==> config.mk <==
export PLATFORM = sky130hd
export DESIGN_NAME = alu_flags_seq
export DESIGN_NICKNAME = d
export VERILOG_FILES = /design/src/rtl/alu_flags_seq.sv
export SDC_FILE = /design/constraint.sdc
export NUM_CORES = 1
export LEC_CHECK = 0
export BUFFER_PORTS_ARGS = -buffer_cell sky130_fd_sc_hd__buf_2
export CAP_MARGIN = 20
export CORE_MARGIN = 1.5
export CORE_UTILIZATION = 40
export CTS_CLUSTER_SIZE = 10
export DETAILED_ROUTE_END_ITERATION = 7
export RECOVER_POWER = 25
export SLEW_MARGIN = 25
export SYNTH_ARGS = -nofsm -noshare
export SYNTH_HDL_FRONTEND = slang
export SYNTH_SLANG_ARGS = --single-unit
==> constraint.sdc <==
create_clock -name clk -period 4.49 [get_ports clk]
set_input_delay 0.449 -clock clk [delete_from_list [all_inputs] [get_ports clk]]
set_output_delay 0.449 -clock clk [all_outputs]
set_load 0.005 [all_outputs]
==> src/rtl/alu_flags_seq.sv <==
// Sequential ALU with registered {V,N,C,Z} flags and an iterative one-bit-per-cycle
// shifter behind a start/busy/done handshake.
module alu_flags_seq #(
  parameter int DATA_WIDTH  = 8,
  parameter int SHAMT_WIDTH = $clog2(DATA_WIDTH)
) (
  input  logic                   clk,
  input  logic                   reset,
  input  logic                   start_i,
  input  logic [3:0]             op_i,
  input  logic [DATA_WIDTH-1:0]  a_i,
  input  logic [DATA_WIDTH-1:0]  b_i,
  input  logic [SHAMT_WIDTH-1:0] shamt_i,
  input  logic                   flags_load_i,
  input  logic [3:0]             flags_d_i,
  output logic [DATA_WIDTH-1:0]  result_o,
  output logic [3:0]             flags_o,
  output logic                   busy_o,
  output logic                   done_o
);

  localparam int MSB = DATA_WIDTH - 1;

  typedef enum logic [1:0] {IDLE, EXEC, SHIFT} state_t;

  typedef enum logic [3:0] {
    OP_ADD = 4'h0, OP_ADC = 4'h1, OP_SUB = 4'h2, OP_SBC = 4'h3,
    OP_AND = 4'h4, OP_OR  = 4'h5, OP_XOR = 4'h6, OP_INV = 4'h7,
    OP_SHL = 4'h8, OP_SHR = 4'h9, OP_ASR = 4'hA, OP_ROL = 4'hB,
    OP_CMP = 4'hC, OP_RSD = 4'hD, OP_RSE = 4'hE, OP_RSF = 4'hF
  } op_t;

  state_t                  state_q, state_d;
  op_t                     op_q, op_d;
  logic [DATA_WIDTH-1:0]   a_q, a_d, b_q, b_d;
  logic [SHAMT_WIDTH-1:0]  cnt_q, cnt_d;
  logic [DATA_WIDTH-1:0]   result_q, result_d;
  logic [3:0]              flags_q, flags_nx;
  logic                    done_q, done_d;

  logic [DATA_WIDTH-1:0]   b_eff;
  logic                    cin;
  logic [DATA_WIDTH:0]     sum;
  logic                    ovf;
  logic [DATA_WIDTH-1:0]   logic_res;
  logic [DATA_WIDTH-1:0]   shift_res;
  logic                    shift_out;

  // Subtraction is a + ~b + carry-in, so C=1 reads as "no borrow".
  always_comb begin
    b_eff = b_q;
    cin   = 1'b0;
    case (op_q)
      OP_ADC:         cin = flags_q[1];
      OP_SUB, OP_CMP: begin b_eff = ~b_q; cin = 1'b1; end
      OP_SBC:         begin b_eff = ~b_q; cin = flags_q[1]; end
      default:        ;
    endcase
    sum = {1'b0, a_q} + {1'b0, b_eff} + {{DATA_WIDTH{1'b0}}, cin};
    ovf = (a_q[MSB] == b_eff[MSB]) && (sum[MSB] != a_q[MSB]);
  end

  always_comb begin
    logic_res = a_q;
    case (op_q)
      OP_AND:  logic_res = a_q & b_q;
      OP_OR:   logic_res = a_q | b_q;
      OP_XOR:  logic_res = a_q ^ b_q;
      OP_INV:  logic_res = ~a_q;
      default: ;
    endcase
  end

  // a_q doubles as the working shift register while in SHIFT.
  always_comb begin
    shift_res = a_q;
    shift_out = 1'b0;
    case (op_q)
      OP_SHL:  begin shift_res = {a_q[MSB-1:0], 1'b0};     shift_out = a_q[MSB]; end
      OP_SHR:  begin shift_res = {1'b0, a_q[MSB:1]};       shift_out = a_q[0];   end
      OP_ASR:  begin shift_res = {a_q[MSB], a_q[MSB:1]};   shift_out = a_q[0];   end
      OP_ROL:  begin shift_res = {a_q[MSB-1:0], a_q[MSB]}; shift_out = a_q[MSB]; end
      default: ;
    endcase
  end

  always_comb begin
    state_d  = state_q;
    op_d     = op_q;
    a_d      = a_q;
    b_d      = b_q;
    cnt_d    = cnt_q;
    result_d = result_q;
    flags_nx = flags_q;
    done_d   = 1'b0;
    case (state_q)
      IDLE: begin
        if (start_i) begin
          op_d    = op_t'(op_i);
          a_d     = a_i;
          b_d     = b_i;
          cnt_d   = shamt_i;
          state_d = (op_i[3:2] == 2'b10 && shamt_i != '0) ? SHIFT : EXEC;
        end else if (flags_load_i) begin
          flags_nx = flags_d_i;
        end
      end
      EXEC: begin
        done_d  = 1'b1;
        state_d = IDLE;
        case (op_q)
          OP_ADD, OP_ADC, OP_SUB, OP_SBC: begin
            result_d = sum[MSB:0];
            flags_nx = {ovf, sum[MSB], sum[DATA_WIDTH], sum[MSB:0] == '0};
          end
          OP_CMP:
            flags_nx = {ovf, sum[MSB], sum[DATA_WIDTH], sum[MSB:0] == '0};
          OP_AND, OP_OR, OP_XOR, OP_INV: begin
            result_d = logic_res;
            flags_nx = {1'b0, logic_res[MSB], flags_q[1], logic_res == '0};
          end
          OP_SHL, OP_SHR, OP_ASR, OP_ROL: begin
            result_d = a_q;
            flags_nx = {1'b0, a_q[MSB], flags_q[1], a_q == '0};
          end
          default: ;
        endcase
      end
      SHIFT: begin
        a_d   = shift_res;
        cnt_d = cnt_q - SHAMT_WIDTH'(1);
        if (cnt_q == SHAMT_WIDTH'(1)) begin
          result_d = shift_res;
          flags_nx = {1'b0, shift_res[MSB], shift_out, shift_res == '0};
          done_d   = 1'b1;
          state_d  = IDLE;
        end
      end
      default: state_d = IDLE;
    endcase
  end

  always_ff @(posedge clk) begin
    if (reset) begin
      state_q  <= IDLE;
      op_q     <= OP_ADD;
      a_q      <= '0;
      b_q      <= '0;
      cnt_q    <= '0;
      result_q <= '0;
      flags_q  <= '0;
      done_q   <= 1'b0;
    end else begin
      state_q  <= state_d;
      op_q     <= op_d;
      a_q      <= a_d;
      b_q      <= b_d;
      cnt_q    <= cnt_d;
      result_q <= result_d;
      flags_q  <= flags_nx;
      done_q   <= done_d;
    end
  end

  assign result_o = result_q;
  assign flags_o  = flags_q;
  assign busy_o   = (state_q != IDLE);
  assign done_o   = done_q;

endmodule

==> results of run 1 <==
[registers in the layout (all words and copies together), names as in the netlist]
signal and count:
b_q 8, a_q 8, result_o 8, done_o 1, flags_o 4, state_q 2
op_q 4, cnt_q 3
[worst max-delay path, cell delays in order (launching register included)]
cell	delay, ns
dfxtp_1	0.65
nand2_2	0.17
nor3_1	0.29
a21oi_2	0.17
xnor2_1	0.19
fa_1	0.46
fa_1	0.42
nand2b_1	0.18
a211oi_1	0.32
o21ai_0	0.13
a211oi_1	0.25
nor3_1	0.08
a211oi_1	0.21
[cells by family (layout without fill, tap and decap cells)]
group	count (synthesis)	count (layout)	synth area share, %
buf+inv	63	86	7.56
compound gates	131	131	24.9
fa+ha+maj	31	31	11.5
flops	38	38	21.7
simple gates	168	168	23.1
xor+xnor	13	13	3.78
mux	26	26	7.56
[metal layers]
| metal | wire length [um] | GRT usage (%) |
|---|---|---|
| met1 | 5280 | 33.1 |
| met2 | 4880 | 35.6 |
| met3 | 536 | 3.61 |
| met4 | 288 | 7.25 |
| met5 | 0 | 0 |
[worst max-delay path by stage]
stage / slack, ns / depth (start not counted) / endpoint
2_1_floorplan: 1.12 / 14 / flags_o[1]
3_3_place_gp: 1.04 / 11 / flags_o[1]
3_5_place_dp: 0.94 / 11 / flags_o[1]
4_1_cts: 0.92 / 11 / flags_o[1]
5_1_grt: 0.62 / 11 / flags_o[1]
6_report: 0.88 / 12 / flags_o[1]
[through the flow]
stage | std cells | hold WS (ns) | cell area [sq um]
finish | 598 | 0.381 | 3810
global route | 598 | 0.392 | 3810
CTS | 598 | 0.376 | 3820
detailed placement | 591 | 0.443 | 3750
global placement | 591 | 0.439 | 3750
floorplan | 470 | 0.448 | 3510
[area by class of cell]
type	instances	area, sq um
clock buffers	5	68.8
well taps	105	131
clock inverters	2	10.0
repair buffers	49	248
inverters	30	113
flip-flops and latches	38	761
fillers	882	4530
multi-input cells	369	2480
[power breakdown]
group | total (mW) | switching (mW) | internal (mW) | leakage, nW
Combinational | 0.454 | 0.266 | 0.188 | 1.13
Sequential | 0.420 | 0.0527 | 0.367 | 0.312
Clock | 0.239 | 0.135 | 0.105 | 0.0438
[placed cells by master, fill, tap and decap left out, types with 3 or more instances in the layout]
| cell | instances |
|---|---|
| nor3_1 | 13 |
| inv_1 | 28 |
| a22oi_1 | 3 |
| nor2_1 | 38 |
| o21ai_0 | 16 |
| o211ai_1 | 7 |
| mux2i_1 | 22 |
| nand2_1 | 57 |
| o2111ai_1 | 4 |
| dfxtp_1 | 38 |
| o31ai_1 | 4 |
| nand2b_1 | 9 |
| ha_1 | 29 |
| or3_1 | 3 |
| or2_2 | 3 |
| a211oi_1 | 11 |
| buf_4 | 5 |
| buf_2 | 36 |
| a211o_1 | 5 |
| or4_1 | 3 |
| nor4_1 | 3 |
| nor2b_1 | 12 |
| nor3b_1 | 3 |
| xnor2_1 | 10 |
| mux2_2 | 4 |
| a31oi_1 | 4 |
| a221oi_1 | 7 |
| o21ai_1 | 11 |
| clkbuf_1 | 8 |
| a21oi_1 | 37 |
| clkbuf_8 | 5 |
| a32oi_1 | 3 |
| nand3_1 | 10 |
==> impl_metrics.toml, run 1 <==
[floorplan]
start_util_pct = 42.1
core_area_sq_mm = 0.00834
die-area_sq_mm = 0.00935
die_w_um = 96.7
rows = 33
io_pins = 45
fp.dieH_um = 96.7

[critical_path]
start_kind = "flip-flop"
cp_max_fo = 16
reg2reg_slack_ns = 0.88
arrival_ns = 3.83
ff2ff_path_depth = 12
worst_setup_path_end_kind = "flip-flop"
cp-startpoint = "op_q[3]"
worst_r2r_startpoint = "op_q[3]"
required_ns = 4.71
rr_endpoint = "flags_o[1]"
criticalPathCategory = "reg -> reg"

[sta]
post-route-period-util_pct = 80.3
slew_headroom_pct = 48.7
hold_viol_final = 0
worst_slew_pin_slew_ns = 0.764
final_max_slew_viol_count = 0
max_freq_mhz = 277
setup_tns_ns = 0
min_period_ns = 3.61
rsz0062_at_grt = "false"
finalClockSkew_ns = 0.00818
setup_viol = 0
worst_slack_ns = 0.883

[cells_and_area]
postLayoutCoreUtil_pct = 45.7
finalNetCount = 555
syn2layout_area_growth_pct = 8.70
drive_above_1_share_pct = 12.8
n_antenna_cell = 0

[detailed_routing]
antenna_left = 0
vias = 3530
drt_iter0_drc = 302
first_pass_iters = 6
drc = 0
wl_per_cell_um = 18.4
drt-total-wl_um = 11000
viasPerCell = 5.90

[power]
power_mw = 1.11
cellPowerDensity_mw_per_mm2 = 292
vdd_drop_max_mv = 0.133
leakage_nw = 1.49

[synth]
synth_cell_types = 67
avgSynthCellArea_sq_um = 7.47
post-synth-top-count-cell = "nand2_1"
seq_area_frac_synth_pct = 21.7
syn_inst = 470
syn_nets = 532
ys_top_cells_by_area = "dfxtp_1 22%, ha_1 10%, mux2i_1 6.3%, nand2_1 6.1%, a21oi_1 5.3%"
synthTopCellsByCount = "57 x nand2_1, 38 x dfxtp_1, 38 x nor2_1, 37 x a21oi_1, 29 x ha_1"
netlist_area_sq_mm = 0.00351
yosys.area.top_type_share_pct = 21.7
synth_area_leader_cell = "dfxtp_1"
synth_flop_cell = "dfxtp_1"
synth_edf_count = 0
ys_ff_latch = 38
synthArstFlopShare_pct = 0
yosysWarnings = 0

[hold_path]
holdPathEnd = "b_q[5]"
hp-start = "b_i[5]"
worstHoldPathType = "in -> reg"
worst_hold_path.num_cells = 3

[global_routing]
grt_overflow_total = 0
track_usage_pct = 23.1
grt_pass1_vias = 3333
grt_pass1_wl_um = 17300
grt_max_degree = 40
grt_antenna_before_repair = 0

[cts]
ctsHtreeMaxLevel = 2
cts_made_buffers = 5
clock_path_buffers = 2
clk_pin_slew_ns = 0.08
hold_buffers = 0
cts_tree = "yes"
cts_resized = 0
numClockSinks = 38
clk_latency_ns = 0.30
cts_setup_buffers = 0
cts-root-buf = "clkbuf_8"

[placement]
place_congestion = 0.905
post-dp-hpwl_um = 8150
portBuffers = 44
pre_cts_ws_ns = 0.942

[status]
status = "complete, no violations"

[flow_run]
max-cap-violations = 0
(Power assumes the default switching activity.)
==> run 2, diff against run 1 <==
clock period = 3 ns   (was 4.49 ns; I/O delays follow)
==> run 2 against run 1 <==
Critical path depth grew 1. Clock power rose by 140%. Sequential share of layout area decreased by 1.4 points. Cell area rose by 8.4%. Die area did not move. Clock skew shrank 0.00064 ns. First-iteration DRC count fell by 5.3%.
==> impl_metrics.toml, run 2 (synthesized netlist as in run 1, its figures left out) <==
[status]
status = "complete, no violations"

[global_routing]
grt_max_degree = 36
grt_pass1_vias = 3442
grt_antenna_before_repair = 0
grt_overflow_total = 0
grt_pass1_wl_um = 17900
track_usage_pct = 24.0

[cells_and_area]
syn2layout_area_growth_pct = 17.9
drive_above_1_share_pct = 20.3
final_common_cell = "nand2_1"
final_cell_mix = "57 x nand2_1, 41 x buf_2, 37 x nor2_1"
n_fill_cell = 866
finalNetCount = 577
final_cell_count_no_fill = 621
n_antenna_cell = 0

[floorplan]
die-area_sq_mm = 0.00935
die_w_um = 96.7
core_area_sq_mm = 0.00834
start_util_pct = 42.1
rows = 33
fp.dieH_um = 96.7
io_pins = 45

[sta]
setup_viol = 0
max_freq_mhz = 344
slew_headroom_pct = 57.4
hold_viol_final = 0
finalClockSkew_ns = 0.00755
worst_slew_pin_slew_ns = 0.639
worst_slack_ns = 0.0898
final_max_slew_viol_count = 0
rsz0062_at_grt = "true"
post-route-period-util_pct = 97.0
min_period_ns = 2.91
setup_tns_ns = 0

[detailed_routing]
antenna_left = 0
drc = 0
drt-total-wl_um = 11100
vias = 3634
first_pass_iters = 4
drt_iter0_drc = 286
viasPerCell = 5.85
wl_per_cell_um = 17.9

[placement]
pre_cts_ws_ns = 0.0169
numPlacedInstances = 610
place_congestion = 0.956
post-dp-hpwl_um = 8610
portBuffers = 44

[cts]
ctsHtreeMaxLevel = 2
clk_latency_ns = 0.31
numClockSinks = 38
clk_pin_slew_ns = 0.09
cts-root-buf = "clkbuf_8"
cts_tree = "yes"
clock_path_buffers = 2
cts_made_buffers = 5

[power]
cellPowerDensity_mw_per_mm2 = 472
vdd_drop_max_mv = 0.215
power_mw = 1.95
leakage_nw = 1.69

[hold_path]
worstHoldPathType = "in -> reg"

[critical_path]
cp_max_fo = 7
required_ns = 3.18
worst_setup_path_end_kind = "flip-flop"
criticalPathCategory = "reg -> reg"
arrival_ns = 3.09
start_kind = "flip-flop"

[flow_run]
max-cap-violations = 0
-- run 2: worst max-delay path: stages, from the launching register on --
cell      delay [ns]
dfxtp_4         0.41
nand2_4         0.09
nor3_4          0.24
a21oi_4         0.06
xnor2_2         0.16
fa_2            0.40
fa_2            0.36
nand2b_1        0.19
a211oi_2        0.25
buf_4           0.15
or4_1           0.11
nand3_2         0.10
o211ai_1        0.20
a21oi_1         0.08
-- run 2: worst paths after layout --
path,startpoint,end,slack (ns),depth (start not counted)
worst max-delay path,op_q[2],result_o[6],0.09,13
worst min-delay path,b_i[1],b_q[1],0.22,3
worst max register to register,op_q[2],result_o[6],0.09,13
worst min register to register,result_o[0],result_o[0],0.45,2
-- run 2: where the power goes --
group,switching [mW],leakage (nW),internal (mW)
clock,0.212,0.0714,0.355
combinational,0.452,1.30,0.334
sequential,0.0522,0.314,0.549
total,0.716,1.69,1.24
-- run 2: layer usage --
metal	part of all wire [%]	GRT usage [%]	wire [um]	up-vias
li1	-	-	-	1763
met1	46	33.2	5080	1711
met2	45	38.0	5020	146
met3	7.2	3.83	801	14
met4	1.8	7.80	197	0
met5	0	0	0	-
-- run 2: area by class of cell --
| type | count | area, sq um | share of cell area [%] |
|---|---|---|---|
| clock buffer | 6 | 82.6 | 2.00 |
| clock inverter | 2 | 60.1 | 1.45 |
| inverter | 30 | 113 | 2.72 |
| multi-input combinational | 369 | 2560 | 61.9 |
| sequential | 38 | 768 | 18.6 |
| tap | 105 | 131 | 3.18 |
| timing repair buffer | 71 | 419 | 10.1 |
-- run 2: repair_timing --
item / 4_1_cts / 5_1_grt
resized for setup: 0 / 15
setup buffers: 0 / 3
hold buffers: 0 / 0
endpoints found under the setup margin: 0 / 10
-- run 2: metrics by stage --
stage / hold slack (ns) / util (%) / cell area, sq um
floorplan: 0.436 / - / 3550
global placement: 0.440 / 47.0 / 3920
detailed placement: 0.440 / 47.0 / 3920
CTS: 0.215 / 48.7 / 4070
global route: 0.231 / 49.6 / 4140
finish: 0.218 / 49.6 / 4140
==> run 3, diff against run 2 <==
ABC_AREA = 1   (was not set)
SKIP_CTS_REPAIR_TIMING = 1   (was not set)
SLEW_MARGIN = not set   (was 25)
==> run 3 against run 2 <==
Synthesized area fell by 10%. Critical path depth increased by 4. Core utilization is 2.8 points lower. Largest cell class unchanged. Hold slack improved by 0.060 ns. Count of clock-buffer cells in the layout did not move. Cell area decreased by 13%. Via count decreased by 6.9%. Maximum frequency is 6.2% higher. Total power decreased by 15%.
==> impl_metrics.toml, run 3 <==
[status]
status = "complete, no violations"

[detailed_routing]
drt_iter0_drc = 277
wl_per_cell_um = 14.9
vias = 3383
antenna_left = 0
drt-total-wl_um = 9530
drc = 0
viasPerCell = 5.29
first_pass_iters = 5

[synth]
avgSynthCellArea_sq_um = 6.44
synth_flop_cell = "dfxtp_1"
synth-compound-area-share_pct = 20.4
ys_ff_latch = 38
post-synth-top-count-cell = "nand2_1"
syn_nets = 552
yosys.area_share.simple_pct = 30.5
seq_area_frac_synth_pct = 24.1
synth_cell_types = 43
synthTopCellsByCount = "133 x nand2_1, 66 x inv_1, 38 x dfxtp_1, 36 x a21oi_1, 36 x nor2_1"
yosysWarnings = 0
synth_edf_count = 0
ys_top_cells_by_area = "dfxtp_1 24%, nand2_1 16%, ha_1 11%, inv_1 7.8%, a21oi_1 5.7%"
yosys.area.top_type_share_pct = 24.1
synth_mux_area_share_pct = 0
netlist_area_sq_mm = 0.00316
synthAdderAreaFrac_pct = 12.8
synth_top_family_by_area = "simple AND/OR/NAND/NOR gates"
syn_inst = 490
synth_area_leader_cell = "dfxtp_1"
synth-xor-area-share_pct = 2.22
synthArstFlopShare_pct = 0

[floorplan]
start_util_pct = 41.1
io_pins = 45
rows = 32
die_w_um = 91.8
die-area_sq_mm = 0.00843
fp.dieH_um = 91.8
core_area_sq_mm = 0.00769

[sta]
slew_headroom_pct = 56.1
final_max_slew_viol_count = 0
post-route-period-util_pct = 91.4
setup_viol = 0
max_freq_mhz = 365
min_period_ns = 2.74
setup_tns_ns = 0
finalClockSkew_ns = 0.00648
hold_viol_final = 0
worst_slew_pin_slew_ns = 0.658
rsz0062_at_grt = "false"

[global_routing]
grt_antenna_before_repair = 0
grt_max_degree = 25
grt_overflow_total = 0
track_usage_pct = 23.6
grt_pass1_vias = 3268
grt_pass1_wl_um = 15700

[power]
vdd_drop_max_mv = 0.225
leakage_nw = 1.82
cellPowerDensity_mw_per_mm2 = 461

[cts]
clk_pin_slew_ns = 0.08
numClockSinks = 38
clock_path_buffers = 2
cts-root-buf = "clkbuf_8"
cts_made_buffers = 5
ctsHtreeMaxLevel = 2
clk_latency_ns = 0.30
cts_tree = "yes"

[critical_path]
cp_slowest_stage_delay_ns = 0.45
slowest_stage = "fa_1"
worst_r2r_startpoint = "op_q[0]"
worst_setup_path_end_kind = "flip-flop"
crit_path_cell_trace = "nor2_1 > nand3_1 > o21ai_0 > a32oi_1 > fa_1 > fa_1 > inv_1 > nand3_1 > nand3_1 > nand2_1 > nand2_1 > nand4_1 > nand2_1 > nand3_1 > nand2_1 > nand2_1 > a21oi_2"
criticalPathCategory = "reg -> reg"
ff2ff_path_depth = 17
reg2reg_slack_ns = 0.26
cp_max_fo = 5
required_ns = 3.24
start_kind = "flip-flop"
rr_endpoint = "flags_o[0]"
path_common_cell = "nand2_1"
arrival_ns = 2.98

[cells_and_area]
final_common_cell = "nand2_1"
seq_area_sq_um = 761
n_fill_cell = 868
multi_input_area_sq_mm = 0.00208
final_cell_mix = "133 x nand2_1, 66 x inv_1, 40 x buf_2"
finalNetCount = 599
syn2layout_area_growth_pct = 13.9
n_antenna_cell = 0
final_cell_count_no_fill = 640
drive_above_1_share_pct = 13.9

[hold_path]
hp-start = "b_i[1]"
holdPathEnd = "b_q[1]"
worstHoldPathType = "in -> reg"
worst_hold_path.num_cells = 3

[flow_run]
max-cap-violations = 0

[placement]
portBuffers = 44
numPlacedInstances = 632
place_congestion = 0.969
post-dp-hpwl_um = 7520
==> run 3: cell count changes after synthesis, sizes merged, moves of 12 or more <==
cell	previous run	this run
nand3	10	26
nor2b	12	0
clkbuf	22	8
inv	30	68
mux2i	22	0
nand2	58	139
==> run 3: stage by stage <==
stage | total power, mW | worst slack, ns | instance area, sq um | utilization [%] | hold slack, ns
after floorplan | 1.08 | 0.204 | 3160 | - | 0.439
after global placement | 1.28 | 0.379 | 3510 | 45.6 | 0.452
after detailed placement | 1.28 | 0.306 | 3510 | 45.6 | 0.457
after CTS | 1.66 | 0.281 | 3600 | 46.8 | 0.277
after global routing | 1.79 | 0.0370 | 3600 | 46.8 | 0.298
final | 1.66 | 0.259 | 3600 | 46.8 | 0.277
==> run 3: worst max-delay path: cells and delay by family (launching register included) <==
family | cells | cell delay [ns]
flip-flops | 1 | 0.35
AO/OA/AOI/OAI | 3 | 0.37
adder cells (fa/ha/maj) | 2 | 0.88
buffers and inverters | 1 | 0.11
AND/OR/NAND/NOR | 11 | 0.99
==> run 3: layout make-up <==
class	instances	share of cell area [%]
clock inverter	2	0.348
inverter	68	7.17
clock buffer	6	2.30
tap	102	3.55
sequential	38	21.2
timing repair buffer	52	7.65
multi-input combinational	372	57.8
==> run 3: worst max path at each step <==
stage,from,endpoint
2_1_floorplan,op_q[0],flags_o[0]
3_3_place_gp,op_q[0],flags_o[0]
3_5_place_dp,op_q[0],flags_o[0]
4_1_cts,op_q[0],flags_o[0]
5_1_grt,op_q[0],flags_o[2]
6_report,op_q[0],flags_o[0]
==> run 3: logic make-up (layout without fill, tap and decap cells) <==
logic type | Yosys count | in the layout
and+or+nand+nor | 225 | 225
AOI/OAI and AO/OA | 108 | 108
buffers and inverters | 80 | 128
DFF | 38 | 38
adders and majority gates | 31 | 31
xor gates and xnor gates | 8 | 8
==> run 3: where the power goes <==
| part | switching [mW] | internal [mW] | total, mW |
|---|---|---|---|
| clock network | 0.197 | 0.185 | 0.382 |
| registers | 0.0522 | 0.556 | 0.608 |
| logic | 0.428 | 0.241 | 0.669 |
==> run 3: routing by layer <==
layer / vias up / routed length, um / GRT usage (%)
met4: 0 / 383 / 11.2
met1: 1518 / 4260 / 29.2
met2: 117 / 4420 / 40.2
met3: 36 / 464 / 3.57
met5: - / 0 / 0
li1: 1712 / - / -
